## config.mk

```make
export PLATFORM = sky130hd
export DESIGN_NAME = multicycle_controller_flat
export DESIGN_NICKNAME = d
export VERILOG_FILES = /design/src/rtl/multicycle_controller_if.sv /design/src/rtl/multicycle_controller.sv /design/src/flat_wrapper.sv
export SDC_FILE = /design/constraint.sdc
export NUM_CORES = 1
export LEC_CHECK = 0
export ABC_AREA = 0
export CAP_MARGIN = 20
export CORE_MARGIN = 2
export CORE_UTILIZATION = 42
export CTS_BUF_LIST = sky130_fd_sc_hd__clkbuf_4
export DETAILED_ROUTE_END_ITERATION = 7
export PLACE_DENSITY_LB_ADDON = 0.25
export SYNTH_ARGS = -nofsm -noshare
export SYNTH_HDL_FRONTEND = slang
export SYNTH_SLANG_ARGS = --single-unit
```

## constraint.sdc

```tcl
create_clock -name clk -period 3.1 [get_ports clk]
set_input_delay 0.93 -clock clk [delete_from_list [all_inputs] [get_ports clk]]
set_output_delay 0.93 -clock clk [all_outputs]
set_load 0.05 [all_outputs]
```

## src/rtl/multicycle_controller_if.sv

```systemverilog
// Control/status bundle between the multicycle RV32I datapath (master) and its controller (slave).
// The datapath drives the decoded IR fields and ALU flag; the controller returns enables and selects.
interface multicycle_controller_if;
    logic [6:0] op;
    logic [2:0] funct3;
    logic       funct7b5;
    logic       Zero;
    logic       PCWrite;
    logic       AdrSrc;
    logic       MemWrite;
    logic       IRWrite;
    logic [1:0] ResultSrc;
    logic [1:0] ALUSrcA;
    logic [1:0] ALUSrcB;
    logic [1:0] ImmSrc;
    logic       RegWrite;
    logic [3:0] ALUControl;
    logic [3:0] State;

    modport master (
        output op, funct3, funct7b5, Zero,
        input  PCWrite, AdrSrc, MemWrite, IRWrite, ResultSrc, ALUSrcA, ALUSrcB, ImmSrc,
        input  RegWrite, ALUControl, State
    );

    modport slave (
        input  op, funct3, funct7b5, Zero,
        output PCWrite, AdrSrc, MemWrite, IRWrite, ResultSrc, ALUSrcA, ALUSrcB, ImmSrc,
        output RegWrite, ALUControl, State
    );
endinterface

```

## src/rtl/multicycle_controller.sv

```systemverilog
// Control FSM for the multicycle RV32I datapath: sequences fetch/decode/execute over a shared
// memory port and reuses the ALU for PC+4, branch target and execute.
module multicycle_controller (
    input  logic                   clk,
    input  logic                   reset,
    multicycle_controller_if.slave bus
);

    typedef enum logic [3:0] {
        StFetch    = 4'd0,
        StDecode   = 4'd1,
        StMemAdr   = 4'd2,
        StMemRead  = 4'd3,
        StMemWb    = 4'd4,
        StMemWrite = 4'd5,
        StExecuteR = 4'd6,
        StExecuteI = 4'd7,
        StAluWb    = 4'd8,
        StBranch   = 4'd9,
        StJal      = 4'd10
    } state_e;

    localparam logic [6:0] OpLoad   = 7'b0000011;
    localparam logic [6:0] OpStore  = 7'b0100011;
    localparam logic [6:0] OpRType  = 7'b0110011;
    localparam logic [6:0] OpIType  = 7'b0010011;
    localparam logic [6:0] OpBranch = 7'b1100011;
    localparam logic [6:0] OpJal    = 7'b1101111;

    localparam logic [3:0] AluAdd  = 4'b0000;
    localparam logic [3:0] AluSub  = 4'b0001;
    localparam logic [3:0] AluAnd  = 4'b0010;
    localparam logic [3:0] AluOr   = 4'b0011;
    localparam logic [3:0] AluXor  = 4'b0100;
    localparam logic [3:0] AluSlt  = 4'b0101;
    localparam logic [3:0] AluSll  = 4'b0110;
    localparam logic [3:0] AluSrl  = 4'b0111;
    localparam logic [3:0] AluSra  = 4'b1000;
    localparam logic [3:0] AluSltu = 4'b1001;

    state_e     state_q, state_d;
    logic [1:0] alu_op;
    logic       branch_taken;

    always_ff @(posedge clk) begin
        if (reset) begin
            state_q <= StFetch;
        end else begin
            state_q <= state_d;
        end
    end

    always_comb begin
        state_d = StFetch;
        unique case (state_q)
            StFetch: state_d = StDecode;
            StDecode: begin
                case (bus.op)
                    OpLoad, OpStore: state_d = StMemAdr;
                    OpRType:         state_d = StExecuteR;
                    OpIType:         state_d = StExecuteI;
                    OpBranch:        state_d = StBranch;
                    OpJal:           state_d = StJal;
                    default:         state_d = StFetch;
                endcase
            end
            StMemAdr:   state_d = (bus.op == OpLoad) ? StMemRead : StMemWrite;
            StMemRead:  state_d = StMemWb;
            StExecuteR: state_d = StAluWb;
            StExecuteI: state_d = StAluWb;
            StJal:      state_d = StAluWb;
            default:    state_d = StFetch;
        endcase
    end

    // Only beq/bne are resolved here; the other branch funct3 codes never redirect the PC.
    assign branch_taken = (bus.funct3[2:1] == 2'b00) && (bus.Zero ^ bus.funct3[0]);

    always_comb begin
        bus.PCWrite   = 1'b0;
        bus.AdrSrc    = 1'b0;
        bus.MemWrite  = 1'b0;
        bus.IRWrite   = 1'b0;
        bus.ResultSrc = 2'b00;
        bus.ALUSrcA   = 2'b00;
        bus.ALUSrcB   = 2'b00;
        bus.RegWrite  = 1'b0;
        alu_op        = 2'b00;
        unique case (state_q)
            StFetch: begin
                bus.IRWrite   = 1'b1;
                bus.ALUSrcB   = 2'b10;
                bus.ResultSrc = 2'b10;
                bus.PCWrite   = 1'b1;
            end
            StDecode: begin
                bus.ALUSrcA = 2'b01;
                bus.ALUSrcB = 2'b01;
            end
            StMemAdr: begin
                bus.ALUSrcA = 2'b10;
                bus.ALUSrcB = 2'b01;
            end
            StMemRead: bus.AdrSrc = 1'b1;
            StMemWb: begin
                bus.ResultSrc = 2'b01;
                bus.RegWrite  = 1'b1;
            end
            StMemWrite: begin
                bus.AdrSrc   = 1'b1;
                bus.MemWrite = 1'b1;
            end
            StExecuteR: begin
                bus.ALUSrcA = 2'b10;
                alu_op      = 2'b10;
            end
            StExecuteI: begin
                bus.ALUSrcA = 2'b10;
                bus.ALUSrcB = 2'b01;
                alu_op      = 2'b10;
            end
            StAluWb: bus.RegWrite = 1'b1;
            StBranch: begin
                bus.ALUSrcA = 2'b10;
                alu_op      = 2'b01;
                bus.PCWrite = branch_taken;
            end
            StJal: begin
                bus.ALUSrcA = 2'b01;
                bus.ALUSrcB = 2'b10;
                bus.PCWrite = 1'b1;
            end
            default: ;
        endcase
    end

    always_comb begin
        case (bus.op)
            OpStore:  bus.ImmSrc = 2'b01;
            OpBranch: bus.ImmSrc = 2'b10;
            OpJal:    bus.ImmSrc = 2'b11;
            default:  bus.ImmSrc = 2'b00;
        endcase
    end

    always_comb begin
        bus.ALUControl = AluAdd;
        case (alu_op)
            2'b01: bus.ALUControl = AluSub;
            2'b10: begin
                unique case (bus.funct3)
                    // op[5] separates R-type sub from addi, which has no subtract form.
                    3'b000: bus.ALUControl = (bus.funct7b5 & bus.op[5]) ? AluSub : AluAdd;
                    3'b001: bus.ALUControl = AluSll;
                    3'b010: bus.ALUControl = AluSlt;
                    3'b011: bus.ALUControl = AluSltu;
                    3'b100: bus.ALUControl = AluXor;
                    3'b101: bus.ALUControl = bus.funct7b5 ? AluSra : AluSrl;
                    3'b110: bus.ALUControl = AluOr;
                    3'b111: bus.ALUControl = AluAnd;
                    default: bus.ALUControl = AluAdd;
                endcase
            end
            default: bus.ALUControl = AluAdd;
        endcase
    end

    assign bus.State = state_q;

endmodule

```

## src/flat_wrapper.sv

```systemverilog
// flat-port wrapper written by rule: the top's interface ports become plain ports
module multicycle_controller_flat 
  (clk, reset, bus_op, bus_funct3, bus_funct7b5, bus_Zero, bus_PCWrite, bus_AdrSrc, bus_MemWrite, bus_IRWrite, bus_ResultSrc, bus_ALUSrcA, bus_ALUSrcB, bus_ImmSrc, bus_RegWrite, bus_ALUControl, bus_State);
  multicycle_controller_if bus_i ();
  input  logic clk;
  input  logic reset;
  input wire logic [$bits(bus_i.op)-1:0] bus_op;
  input wire logic [$bits(bus_i.funct3)-1:0] bus_funct3;
  input wire logic [$bits(bus_i.funct7b5)-1:0] bus_funct7b5;
  input wire logic [$bits(bus_i.Zero)-1:0] bus_Zero;
  output wire logic [$bits(bus_i.PCWrite)-1:0] bus_PCWrite;
  output wire logic [$bits(bus_i.AdrSrc)-1:0] bus_AdrSrc;
  output wire logic [$bits(bus_i.MemWrite)-1:0] bus_MemWrite;
  output wire logic [$bits(bus_i.IRWrite)-1:0] bus_IRWrite;
  output wire logic [$bits(bus_i.ResultSrc)-1:0] bus_ResultSrc;
  output wire logic [$bits(bus_i.ALUSrcA)-1:0] bus_ALUSrcA;
  output wire logic [$bits(bus_i.ALUSrcB)-1:0] bus_ALUSrcB;
  output wire logic [$bits(bus_i.ImmSrc)-1:0] bus_ImmSrc;
  output wire logic [$bits(bus_i.RegWrite)-1:0] bus_RegWrite;
  output wire logic [$bits(bus_i.ALUControl)-1:0] bus_ALUControl;
  output wire logic [$bits(bus_i.State)-1:0] bus_State;
  assign bus_i.op = bus_op;
  assign bus_i.funct3 = bus_funct3;
  assign bus_i.funct7b5 = bus_funct7b5;
  assign bus_i.Zero = bus_Zero;
  assign bus_PCWrite = bus_i.PCWrite;
  assign bus_AdrSrc = bus_i.AdrSrc;
  assign bus_MemWrite = bus_i.MemWrite;
  assign bus_IRWrite = bus_i.IRWrite;
  assign bus_ResultSrc = bus_i.ResultSrc;
  assign bus_ALUSrcA = bus_i.ALUSrcA;
  assign bus_ALUSrcB = bus_i.ALUSrcB;
  assign bus_ImmSrc = bus_i.ImmSrc;
  assign bus_RegWrite = bus_i.RegWrite;
  assign bus_ALUControl = bus_i.ALUControl;
  assign bus_State = bus_i.State;
  multicycle_controller u_core (.clk(clk), .reset(reset), .bus(bus_i));
endmodule
```

==> metrics <==
outcome=finished clean; worst hold stages=3; R2R Path End=u_core.bus.State[3]; post-route cell area=1240 sq um; Final Wtd Congestion=0.850; Largest register FFs=4; Core Util, Final=0.845; Fillers=91; wire per inst=14.0 microns; area share of the largest cell type after synthesis=0.126; Core Rows=14; final critical-path required period=just over 3 ns; sequential share of the synthesized area=0.126; TritonCTS buffer count=3; layout cells sized above 1=0.360; R2R Setup Slk=1.72 ns; power per cell area=193 nW/um^2; number of global-route vias before repair=855; Mean Syn Cell Area=7.08 sq um; Unique masters post-synth=36; max-capacitance violation count=0; launch point of the worst reg-to-reg path=u_core.bus.State[2]; leakage power=approximately 0.52 nW; Hold Vio Cnt, Final=0; post-synthesis sequential element count=4; Finished Layout Cells=155; DRC viols=0; diode count=0; crit-path cells=clkdlybuf4s50_1 -> xnor2_1 -> or3_1 -> o21bai_2 -> buf_12; Clock transition at path regs=0.04 ns; Placement Cell Area=1170 sq um; cell taking the most area after synthesis=dfxtp_1; ys async rst share=0; Pins Over Slew Limit=0; I/O Pins=35; cts hold-fix bufs=0; internal power=roughly 0.15 mW; Setup crit end kind=output port; Hold WC Path Type=reg2reg; worst vdd ir=0.142 mV; CTS Root Cell=clkbuf_4; worst setup path class=in2out; area grow syn2layout=95.3%; GRT overflow=0; die extent in x=42.9 microns; fmax=327 MHz; nets=between 150 and 200; Worst-Margin Slew=about 0.5 ns; initial drt markers=10; Rel. slew slack=0.659; Buf+Inv Stages, Crit Path=2; fraction of power consumed by the clock network=0.271; Sink Count=4; setup_tns=0 ns; Post-Syn Area=637 sq um; unrepaired setup endpoints after global routing=false; IO buf count=34; Routed Antenna Nets=0; R2R depth=4; type of origin of the critical path=input port; Net Switching=0.0911 mW; largest cells by area after synthesis=dfxtp_1 13%, nor3_1 7.1%, nor2b_1 5.9%; hold endpoint=u_core.bus.State[1]; Slowest-stage cell, CP=clkdlybuf4s50_1; number of cells after detailed placement=150; routed vias/inst=5.51; CP arrival=2.13 ns; YS warnings=0; Initial Util=0.433; Worst Path Required=2.17 ns; first-pass GRT wire length=3.49 mm; TritonRoute pass-1 iters=4; Critical Path Max Stage Delay=slightly above 0.4 ns; post-detail-place hpwl=1.69 mm; number of synthesized flops with an enable pin=0; CTS Buffer Depth=2; Max Clock Skew=0.00230 ns; CP Max Fanout=1; WL final=approximately 2.2 mm; H-tree depth=1; die span in y=~43 microns; Sw Ratio=0.380; DIE AREA=1840 sq um; Combinational Power Share=0.505; Vias=854; Final setup viols=0; overall routing resource usage=0.249; antenna violations before repair=0; Reg power frac=0.224; Core Region=~1500 sq um; largest net degree at the start of global routing=16; Mapped Cells=90; ys flop type=dfxtp_1; min-delay src=u_core.bus.State[0]; TritonCTS clock tree=yes; cell family with most CP delay=buffers and inverters; fin crit share=0.987; worst skew pair latency=0.24 ns; syn_nets=about 110
area by class of cell:
| class | instances | area, sq um | area share |
|---|---|---|---|
| multi-input cells | 74 | 582 | 0.468 |
| well taps | 16 | 20.0 | 0.0161 |
| inverters | 5 | 18.8 | 0.0151 |
| flip-flops and latches | 4 | 81.3 | 0.0654 |
| clock buffers | 3 | 22.5 | 0.0181 |
| repair buffers | 53 | 519 | 0.418 |
metal layers:
metal / up-vias / routed length, microns / global-route usage
met5: - / 0 / 0
met4: 0 / 37 / 0.133
met3: 4 / 96 / 0.0511
met2: 32 / 1210 / 0.470
met1: 388 / 831 / 0.251
li1: 430 / - / -
cell usage after synthesis, types with 4 or more instances:
master,n
nor2_1,5
nand2_1,4
inv_1,5
dfxtp_1,4
buf_4,4
a21oi_1,7
xnor2_1,4
nor3_1,9
nor2b_1,6
per-stage QoR:
step	worst slack (ns)	hold WS (ns)	power [mW]
after detailed placement	-0.226	0.609	0.171
final	0.0415	0.613	0.239
after floorplan	-0.588	0.867	0.119
after global placement	-0.134	0.606	0.168
after CTS	0.00306	0.617	0.243
after global routing	0.0148	0.643	0.252
power by group through the flow:
stage	combinational, mW	sequential [mW]	clock, mW
after floorplan	0.0599	0.0590	0
after global placement	0.114	0.0543	0
after CTS	0.120	0.0536	0.0687
final	0.121	0.0536	0.0649
after global routing	0.127	0.0539	0.0713
after detailed placement	0.117	0.0544	0
placed cells by master, fill, tap and decap left out, types with 2 or more instances in the layout:
cell | synthesis | final
inv_1 | 5 | 5
a21o_1 | 2 | 2
o21ai_0 | 2 | 2
nor3_1 | 9 | 8
clkdlybuf4s50_1 | 0 | 12
or3_1 | 2 | 2
and2_1 | 2 | 2
nand3b_1 | 2 | 2
buf_12 | 0 | 7
ha_1 | 2 | 2
nor4_2 | 0 | 2
clkbuf_4 | 0 | 3
xnor2_1 | 4 | 4
dfxtp_1 | 4 | 3
dlygate4sd2_1 | 0 | 7
a21oi_1 | 7 | 7
nand4_1 | 2 | 2
buf_4 | 4 | 25
nand2_1 | 4 | 4
nor2b_1 | 6 | 4
a211oi_1 | 2 | 2
nand2b_1 | 2 | 2
clkbuf_2 | 0 | 2
nor2_1 | 5 | 5
nor3b_1 | 2 | 2
worst max path at each step:
| stage | from | end | slack [ns] | cells past startpoint |
|---|---|---|---|---|
| floorplan | u_core.bus.State[2] | bus_ALUControl[2] | -0.59 | 5 |
| global placement | bus_funct3[0] | bus_PCWrite | -0.13 | 5 |
| detailed placement | bus_funct3[1] | bus_ALUControl[0] | -0.23 | 6 |
| CTS | u_core.bus.State[1] | bus_ALUControl[2] | 0.003 | 6 |
| global route | bus_op[6] | bus_ImmSrc[0] | 0.01 | 5 |
| finish | bus_Zero | bus_PCWrite | 0.04 | 5 |
logic make-up after synthesis:
| family | count (synthesis) | share of synthesized area |
|---|---|---|
| fa+ha+maj | 2 | 0.0393 |
| compound gates | 21 | 0.222 |
| buf+inv | 12 | 0.0982 |
| xor+xnor | 4 | 0.0550 |
| mux | 1 | 0.0157 |
| simple gates | 46 | 0.444 |
| flops | 4 | 0.126 |
tightest hold or removal path, stage by stage (launching register included):
cell,delay (ns)
dfxtp_1,0.30
nor2b_2,0.16
nand2_1,0.06
a211oi_1,0.06
timing repair:
action	in CTS	in global routing
setup buffers	1	1
pin swaps	4	2
gates resized for setup	19	5
setup endpoints to repair	6	4
Power figures use the tool's default switching activity.
